--- src/rtl/fwd_hazard_unit_pkg.sv ---
// -----------------------------------------------------------------------------
// fwd_hazard_unit_pkg
// Shared pipeline definitions for the decode-stage hazard/forwarding logic.
//   - FWD_* : operand select encoding consumed by the execute operand mux
//   - REG_AW : architectural register index width
//   - sbEntry_t : one scoreboard slot {rd, wen, load} tracked per stage
// -----------------------------------------------------------------------------
package fwd_hazard_unit_pkg;

    localparam int REG_AW = 5;

    // Operand select encoding seen by the execute-stage mux
    localparam logic [1:0] FWD_WB   = 2'b00;
    localparam logic [1:0] FWD_ALU  = 2'b01;
    localparam logic [1:0] FWD_RF   = 2'b10;
    localparam logic [1:0] FWD_ZERO = 2'b11;

    // Width of the load-use stall down-counter (covers up to 3 bubbles)
    localparam int STALL_CNT_W = 2;

    typedef struct packed {
        logic [REG_AW-1:0] rd;
        logic              wen;
        logic              load;
    } sbEntry_t;

    localparam sbEntry_t SB_NOP = '{rd: '0, wen: 1'b0, load: 1'b0};

endpackage : fwd_hazard_unit_pkg

--- src/rtl/fwd_hazard_unit_select.sv ---
// -----------------------------------------------------------------------------
// fwd_select
// Combinational forwarding priority for a single decode source operand.
// The decode instruction moves into E at the next edge, so the producer now in
// E will be in M (result on alu_out) and the producer now in M will be in W
// (result on wb_data) when this operand is consumed.
// Ports:
//   srcIdx_i  : decode source register index
//   useSrc_i  : instruction actually reads this source
//   eEntry_i  : scoreboard entry of the instruction in E
//   mEntry_i  : scoreboard entry of the instruction in M
//   sel_o     : FWD_* select for this source
// -----------------------------------------------------------------------------
module fwd_select
    import fwd_hazard_unit_pkg::*;
(
    input  logic [REG_AW-1:0] srcIdx_i,
    input  logic              useSrc_i,
    input  sbEntry_t          eEntry_i,
    input  sbEntry_t          mEntry_i,
    output logic [1:0]        sel_o
);

    // Priority chain: x0/unused first, then the youngest producer (E), then M.
    // A load in E is skipped here because its data is not on alu_out; that case
    // is handled by the load-use stall, after which the load sits in M.
    always_comb begin
        sel_o = FWD_RF;
        if ((srcIdx_i == '0) || !useSrc_i) begin
            sel_o = FWD_ZERO;
        end else if (eEntry_i.wen && (eEntry_i.rd == srcIdx_i) && !eEntry_i.load) begin
            sel_o = FWD_ALU;
        end else if (mEntry_i.wen && (mEntry_i.rd == srcIdx_i)) begin
            sel_o = FWD_WB;
        end
    end

endmodule : fwd_select

--- src/rtl/fwd_hazard_unit.sv ---
// -----------------------------------------------------------------------------
// fwd_hazard_unit
// Decode-stage hazard and forwarding controller. Keeps a two-entry scoreboard
// (E and M stages), registers the operand selects for the execute mux, and
// raises stall/bubble/flush controls for the IF/ID/EX pipeline registers.
// W is not tracked: the register file is write-first, so a W-stage write is
// already visible to the decode read.
// Ports:
//   clk, rst                 : clock, synchronous active-high reset
//   D_valid .. D_is_load     : decode-slot instruction description
//   E_branch_taken           : execute stage redirects the PC this cycle
//   stall_if, stall_id       : hold PC/IF-ID and the decode slot (combinational)
//   bubble_ex                : load a NOP into ID/EX (combinational)
//   flush_id                 : squash IF/ID (combinational)
//   E_rs1_data_sel/E_rs2_... : registered operand selects, valid in the E cycle
// -----------------------------------------------------------------------------
module fwd_hazard_unit #(
    parameter int REG_AW     = fwd_hazard_unit_pkg::REG_AW,
    parameter int LOAD_STALL = 1
) (
    input  logic              clk,
    input  logic              rst,
    input  logic              D_valid,
    input  logic [REG_AW-1:0] D_rs1,
    input  logic [REG_AW-1:0] D_rs2,
    input  logic              D_use_rs1,
    input  logic              D_use_rs2,
    input  logic [REG_AW-1:0] D_rd,
    input  logic              D_reg_write,
    input  logic              D_is_load,
    input  logic              E_branch_taken,
    output logic              stall_if,
    output logic              stall_id,
    output logic              bubble_ex,
    output logic              flush_id,
    output logic [1:0]        E_rs1_data_sel,
    output logic [1:0]        E_rs2_data_sel
);

    import fwd_hazard_unit_pkg::*;

    localparam logic [STALL_CNT_W-1:0] STALL_RELOAD = STALL_CNT_W'(LOAD_STALL - 1);

    sbEntry_t                eEntry_q;
    sbEntry_t                eEntry_d;
    sbEntry_t                mEntry_q;
    logic [STALL_CNT_W-1:0]  stallCnt_q;
    logic [STALL_CNT_W-1:0]  stallCnt_d;
    logic [1:0]              rs1Sel_q;
    logic [1:0]              rs1Sel_d;
    logic [1:0]              rs2Sel_q;
    logic [1:0]              rs2Sel_d;

    logic [1:0]              rs1Fwd;
    logic [1:0]              rs2Fwd;
    logic                    rs1LoadHit;
    logic                    rs2LoadHit;
    logic                    loadUse;
    logic                    countdown;
    logic                    stallReq;
    logic                    flushReq;

    fwd_select u_rs1Select (
        .srcIdx_i (D_rs1),
        .useSrc_i (D_use_rs1),
        .eEntry_i (eEntry_q),
        .mEntry_i (mEntry_q),
        .sel_o    (rs1Fwd)
    );

    fwd_select u_rs2Select (
        .srcIdx_i (D_rs2),
        .useSrc_i (D_use_rs2),
        .eEntry_i (eEntry_q),
        .mEntry_i (mEntry_q),
        .sel_o    (rs2Fwd)
    );

    // Load-use detection against the load currently in E. While the counter
    // is running the stall is held without looking at the hazard again; after
    // the first bubble the load has moved on to M anyway.
    always_comb begin
        rs1LoadHit = D_use_rs1 && (D_rs1 == eEntry_q.rd);
        rs2LoadHit = D_use_rs2 && (D_rs2 == eEntry_q.rd);
        loadUse    = D_valid && eEntry_q.load && eEntry_q.wen &&
                     (eEntry_q.rd != '0) && (rs1LoadHit || rs2LoadHit);
        countdown  = (stallCnt_q != '0);
        stallReq   = countdown || loadUse;
        flushReq   = E_branch_taken;
    end

    // Control outputs are pure combinational so the pipeline registers react in
    // the same cycle. A taken branch wins over a stall: the decode slot is being
    // squashed, so holding it would be pointless.
    always_comb begin
        flush_id  = flushReq;
        stall_if  = stallReq && !flushReq;
        stall_id  = stallReq && !flushReq;
        bubble_ex = stallReq || flushReq;
    end

    // Next-state for the scoreboard, stall counter and operand selects. A bubble
    // or an invalid decode slot enters E as a NOP so it never forwards. Selects
    // go to zero on flush (the E slot is a NOP) and to the register file during
    // a stall, matching the bubble that enters E alongside them.
    always_comb begin
        eEntry_d   = SB_NOP;
        stallCnt_d = '0;
        rs1Sel_d   = rs1Fwd;
        rs2Sel_d   = rs2Fwd;

        if (!bubble_ex && D_valid) begin
            eEntry_d = '{rd: D_rd, wen: D_reg_write, load: D_is_load};
        end

        if (flushReq) begin
            stallCnt_d = '0;
            rs1Sel_d   = FWD_ZERO;
            rs2Sel_d   = FWD_ZERO;
        end else if (stallReq) begin
            stallCnt_d = countdown ? (stallCnt_q - 1'b1) : STALL_RELOAD;
            rs1Sel_d   = FWD_RF;
            rs2Sel_d   = FWD_RF;
        end
    end

    // State registers. Reset clears the scoreboard and counter so a stall in
    // progress is abandoned at the reset edge.
    always_ff @(posedge clk) begin
        if (rst) begin
            eEntry_q   <= SB_NOP;
            mEntry_q   <= SB_NOP;
            stallCnt_q <= '0;
            rs1Sel_q   <= FWD_RF;
            rs2Sel_q   <= FWD_RF;
        end else begin
            mEntry_q   <= eEntry_q;
            eEntry_q   <= eEntry_d;
            stallCnt_q <= stallCnt_d;
            rs1Sel_q   <= rs1Sel_d;
            rs2Sel_q   <= rs2Sel_d;
        end
    end

    assign E_rs1_data_sel = rs1Sel_q;
    assign E_rs2_data_sel = rs2Sel_q;

endmodule : fwd_hazard_unit

--- config.mk ---
export PLATFORM = sky130hd
export DESIGN_NAME = fwd_hazard_unit
export DESIGN_NICKNAME = d
export VERILOG_FILES = /design/src/rtl/fwd_hazard_unit_pkg.sv /design/src/rtl/fwd_hazard_unit_select.sv /design/src/rtl/fwd_hazard_unit.sv
export SDC_FILE = /design/constraint.sdc
export NUM_CORES = 1
export LEC_CHECK = 0
export ABC_CLOCK_PERIOD_IN_PS = 2150
export BUFFER_PORTS_ARGS = -buffer_cell sky130_fd_sc_hd__buf_4
export CAP_MARGIN = 20
export CORE_MARGIN = 4
export CORE_UTILIZATION = 40
export CTS_CLUSTER_SIZE = 12
export DETAILED_ROUTE_END_ITERATION = 12
export MAX_ROUTING_LAYER = met4
export PLACE_DENSITY = 0.66
export SLEW_MARGIN = 20
export SYNTH_ARGS = -nofsm -noshare
export SYNTH_HDL_FRONTEND = slang
export SYNTH_SLANG_ARGS = --single-unit
--- constraint.sdc ---
create_clock -name clk -period 2.15 [get_ports clk]
set_input_delay 0.43 -clock clk [delete_from_list [all_inputs] [get_ports clk]]
set_output_delay 0.43 -clock clk [all_outputs]
set_load 0.02 [all_outputs]
# Yosys cells after proc, flatten, opt, wreduce, memory -nomap -nowiden
# Cells that the tools add are included.
# Widths: inputs -> output; s select.
[op_classes] add_sub_neg=1 n_eq_ne=6 n_mux=10 bitwise=3 reduce_logical=32
[ops] cell="$eq 5x5->1" count=6
[ops] cell="$logic_and 1x1->1" count=14
[ops] cell="$reduce_or 4->1" count=3
[ops] cell="$logic_not 5->1" count=2
[ops] cell="$mux 2" count=4
[ops] cell="$mux 1" count=6
[ops] cell="$logic_not 1->1" count=5
[ops] cell="$logic_or 1x1->1" count=5
[ops] cell="$reduce_bool 5->1" count=1
[ops] cell="$not 1->1" count=3
[ops] cell="$reduce_bool 2->1" count=1
[ops] cell="$reduce_or 2->1" count=1
[ops] cell="$sub 2x1->2 const B" count=1
[word_totals] reg_bits=19 in_bits=23 out_inout_bits=8 word_cells=62

# Depth between registers and ports, before layout
[depth] depth_word=10 mapped_depth=7 depth_no_buf=5

# Modules after synthesis
# Synthesis repeated with hierarchy kept, for this count alone.
[hier_totals] cells_unflattened=122 area_unflattened_um2=1147.4
[by_module_without_submodules] module="fwd_hazard_unit" n_inst=1 cells_each=86 area_per_inst_um2=857.1 seq_area_each_um2=400.4
[by_module_without_submodules] module="fwd_select" n_inst=2 cells_each=18 area_per_inst_um2=145.1 seq_area_each_um2=0.0

# Worst setup path before layout
# Ideal clock, no wire load.
[synth_path] path_type="input to output" start="input D_rs2[3]" end="output stall_if" t_arrival_ps=1901 required_time_ps=1720 setup_slack_ps=-181 path_stages=7 path_buffers=2 path_cell_list="xnor2_1 -> nand3_1 -> o22a_1 -> or2_1 -> buf_6 -> a21oi_1 -> buf_4"
[synth_between] elab_chain_len=6
[synth_rtl] item="from (decl)" line="fwd_hazard_unit.sv:25" rtl="input logic [REG_AW-1:0] D_rs2,"
[synth_rtl] item="$eq 5x5->1" line="fwd_hazard_unit.sv:84" rtl="rs2LoadHit = D_use_rs2 && (D_rs2 == eEntry_q.rd);"
[synth_rtl] item="$logic_and 1x1->1" line="fwd_hazard_unit.sv:84"
[synth_rtl] item="$logic_or 1x1->1" line="fwd_hazard_unit.sv:86" rtl="(eEntry_q.rd != '0) && (rs1LoadHit || rs2LoadHit);"
[synth_rtl] item="$logic_and 1x1->1" line="fwd_hazard_unit.sv:86"
[synth_rtl] item="$logic_or 1x1->1" line="fwd_hazard_unit.sv:88" rtl="stallReq = countdown || loadUse;"
[synth_rtl] item="$logic_and 1x1->1"
[synth_rtl] item="to (decl)" line="fwd_hazard_unit.sv:32" rtl="output logic stall_if,"
# No other way between the ends.

# Worst setup path after layout
[layout_path] start="register eEntry_q[2] (netlist name)" end="output stall_if"
[layout_between] elab_chain_len=6 elab_cells_between_ends=10 cone_classes="eq/ne (2); reduce/logical (8)"
[layout_rtl] item="from (decl)" line="fwd_hazard_unit.sv:44" rtl="sbEntry_t eEntry_q;"
[layout_rtl] item="from (signal assigned)" line="fwd_hazard_unit.sv:138" rtl="eEntry_q <= eEntry_d;"
[layout_rtl] item="$eq 5x5->1, on equally long branches" line="fwd_hazard_unit.sv:83, fwd_hazard_unit.sv:84"
[layout_rtl] item="$logic_and 1x1->1, on equally long branches" line="fwd_hazard_unit.sv:83, fwd_hazard_unit.sv:84"
[layout_rtl] item="$logic_or 1x1->1" line="fwd_hazard_unit.sv:86"
[layout_rtl] item="$logic_and 1x1->1 (*)" line="fwd_hazard_unit.sv:86"
[layout_rtl] item="$logic_or 1x1->1 (*)" line="fwd_hazard_unit.sv:88"
[layout_rtl] item="$logic_and 1x1->1 (*)" line="fwd_hazard_unit.sv:97" rtl="stall_if = stallReq && !flushReq;"
# Every way passes the cells marked *; elsewhere a longest branch is shown, timed or not.

==> results.md <==
* Net load switching power at 160 µW
* Distinct cells, synth at 27
* Setup repair after global routing missed its margin: true
* Failing checks: negative setup slack
* Fin. Hold Viols at 0
* Layout cells sized above 1 at 39.6%
* CTS Sinks at 19
* Cell Area, Placed at 0.00118 mm²
* Fin worst setup slack at -120 ps
* HPWL after DPL at 1.67 mm
* CTS Buf Count at 3
* Fillers at 210
* CP cell instances: xnor2_2 > nand3_2 > o22a_1 > or2_4 > a21oi_4 > buf_4
* Clk slew on worst S/H paths at 110 ps
* Port Buf Inserts at 30
* Final #Nets at 159
* Tot Pwr at 656 µW
* DRT iter0 DRCs at 15
* Worst Setup End Kind: output port
* R2R setup slack at 490 ps
* H-Tree Depth at 1
* Setup total negative slack at -319 ps
* Placer congestion estimate at 0.861
* Full die area at 0.00315 mm²
* Avg WL per Cell at 13.6 µm
* DR vias at 821
* First-pass GRT wire length at 3.42 mm
* Crit-path max FO at 4
* Logic gate share of total power at 18.1%
* Setup Skew at 13.3 ps
* Hold/Removal Path Class: input port to flop
* Syn-to-layout area delta at 41.3%
* Max-Cap Viols at 0
* P per Cell Area at 501 mW/mm²
* Mapped Cells at 98
* Die Wd at 56.1 µm
* Syn Nets at 122
* Final period util at 106%
* Gr ovfl total at 0
* Die height at 56.1 µm
* Routed WL at 2.20 mm
* Initial antenna violation count at 0
* Hold-fix buffers, CTS at 0
* WP data required at 1720 ps
* Avg Synthesized Cell Area at 9.46 µm²
* Leak at 0.546 nW
* Fin crit period at 2270 ps
* Worst-margin pin slew at 323 ps
* Worst path max stage delay at 380 ps
* Clock Root Buffer: clkbuf_4
* Via density per instance at 5.07
* Initial cell density of the core at 41.9%
* Worst vdd ir at 349 µV
* Cell area after synthesis at 927 µm²
* Post-route ant nets at 0
* Setup violators final at 3
* Worst path slowest cell: dfxtp_4
* Register bit total from synthesis at 19
* Core area at 0.00221 mm²
* Clock Path Buffers at 2
* Gr usage total at 13.9%
* Largest net degree at the start of global routing at 12
* YS warnings at 0
* Status: finished with violations
* Remaining DRCs at 0
* Max_slew headroom at 78.2%
* IO Count at 31
* Drt pass-1 iters at 4
* Peak Freq at 0.441 GHz
* Vias in the first global route at 820
* Pins Over Slew Limit at 0
* TritonCTS clock tree: built
* Ant diodes at 0
* Internal power at 496 µW
* CP Class: flop to output port
* Startpoint types: flop
* Cell area after layout at 0.00131 mm²
* Sequential power share at 55.8%
* Rows at 17
* CP arrival at 1840 ps
* Clock power frac at 26.1%
* Clock latency on the worst-skew pair at 290 ps
* Sw frac at 24.4%
* Register area share after synthesis at 41.0%
path summary, 6_finish.rpt:
check,from,endpoint,cells after the start
max,eEntry_q[2]$_SDFF_PP0_,stall_if,6
min,D_reg_write,eEntry_q[1]$_SDFF_PP0_,2
max reg2reg,eEntry_q[2]$_SDFF_PP0_,eEntry_q[2]$_SDFF_PP0_,6
min reg2reg,stallCnt_q[0]$_SDFF_PP0_,stallCnt_q[0]$_SDFF_PP0_,1
registers in the layout, summed over array words and instances, names as in the netlist:
signal and cells:
stallCnt_q 2, E_rs1_data_sel 2, eEntry_q 7, mEntry_q 6, E_rs2_data_sel 2
power groups by stage:
stage                     clock (mW)  combinational [mW]  sequential, mW
after global routing           0.197               0.129           0.368
after CTS                      0.178               0.110           0.368
after global placement             0               0.105           0.376
after floorplan                    0              0.0494           0.378
after detailed placement           0               0.108           0.376
final                          0.171               0.119           0.366
metrics by stage:
| stage | std cells | worst slack (ps) | hold WS, ps | util [%] |
|---|---|---|---|---|
| 6_report | 162 | -120 | 361 | 59.2 |
| 5_1_grt | 162 | -213 | 352 | 59.2 |
| 4_1_cts | 159 | -127 | 355 | 56.2 |
| 3_5_place_dp | 154 | 5.34 | 411 | 53.5 |
| 3_3_place_gp | 154 | 13.1 | 403 | 53.5 |
| 2_1_floorplan | 98 | 59.1 | 392 | - |
cell usage after synthesis:
cell / number / area [µm²]
clkbuf_1: 1 / 3.75
or4_1: 2 / 15.0
nor4_1: 4 / 25.0
or4_4: 1 / 11.3
or3_1: 2 / 12.5
nand3b_1: 1 / 7.51
nand2_1: 4 / 15.0
o21ai_0: 2 / 10.0
or2_1: 1 / 6.26
and3_1: 8 / 50.1
nor2b_1: 7 / 43.8
nand4_1: 2 / 12.5
nand2b_1: 2 / 12.5
ha_1: 1 / 12.5
a21oi_1: 3 / 15.0
nand3_1: 6 / 30.0
nor3_1: 2 / 10.0
o221ai_1: 2 / 17.5
inv_1: 2 / 7.51
o22a_1: 1 / 8.76
dfxtp_1: 19 / 380
buf_4: 2 / 15.0
xnor2_1: 12 / 105
nor2_1: 1 / 3.75
xor2_1: 8 / 70.1
buf_6: 1 / 11.3
o2111ai_2: 1 / 15.0
critical path, delay by kind of cell (launching register included):
| kind | cells | cell delay (ps) |
|---|---|---|
| flops | 1 | 380 |
| xor+xnor | 1 | 190 |
| compound gates | 2 | 420 |
| buf+inv | 1 | 160 |
| simple gates | 2 | 400 |
final cells by class:
cell class	instances	area [µm²]	area share (%)
Inverter	2	7.51	0.573
Multi-Input combinational cell	73	569	43.5
Tap cell	28	35.0	2.67
Clock buffer	4	26.3	2.01
Sequential cell	19	394	30.1
Timing Repair Buffer	36	278	21.2
repair_timing:
item / 4_1_cts / 5_1_grt
pin swaps: 3 / 3
gates resized for setup: 8 / 9
setup endpoints to repair: 3 / 3
gates cloned: 0 / 0
setup buffers: 1 / 3
logic make-up after synthesis:
| logic type | synth area share, % |
|---|---|
| fa+ha+maj | 1.35 |
| compound gates | 7.15 |
| flops | 41.0 |
| xor+xnor | 18.9 |
| buf+inv | 4.05 |
| simple gates | 27.5 |
layer usage:
metal / GRT usage [%] / wire length, µm / vias to the layer above
met2: 23.2 / 1140 / 22
met1: 16.4 / 938 / 377
met3: 1.62 / 99 / 2
met5: - / 0 / -
met4: 7.12 / 21 / 0
li1: - / - / 420
placed cells by master (no fill, tap or decap), drive strengths merged:
cell	netlist	routed
or4	3	3
nand3	6	6
o21ai	2	2
ha	1	1
nand4	2	2
or3	2	2
inv	2	2
nor2b	7	7
dfxtp	19	19
xor2	8	8
and3	8	8
nand2	4	4
nand2b	2	2
nor2	1	1
nor3	2	2
or2	1	1
clkbuf	1	4
nand3b	1	1
buf	3	36
a21oi	3	3
o2111ai	1	1
o22a	1	1
nor4	4	4
o221ai	2	2
xnor2	12	12
(Power assumes the default switching activity.)
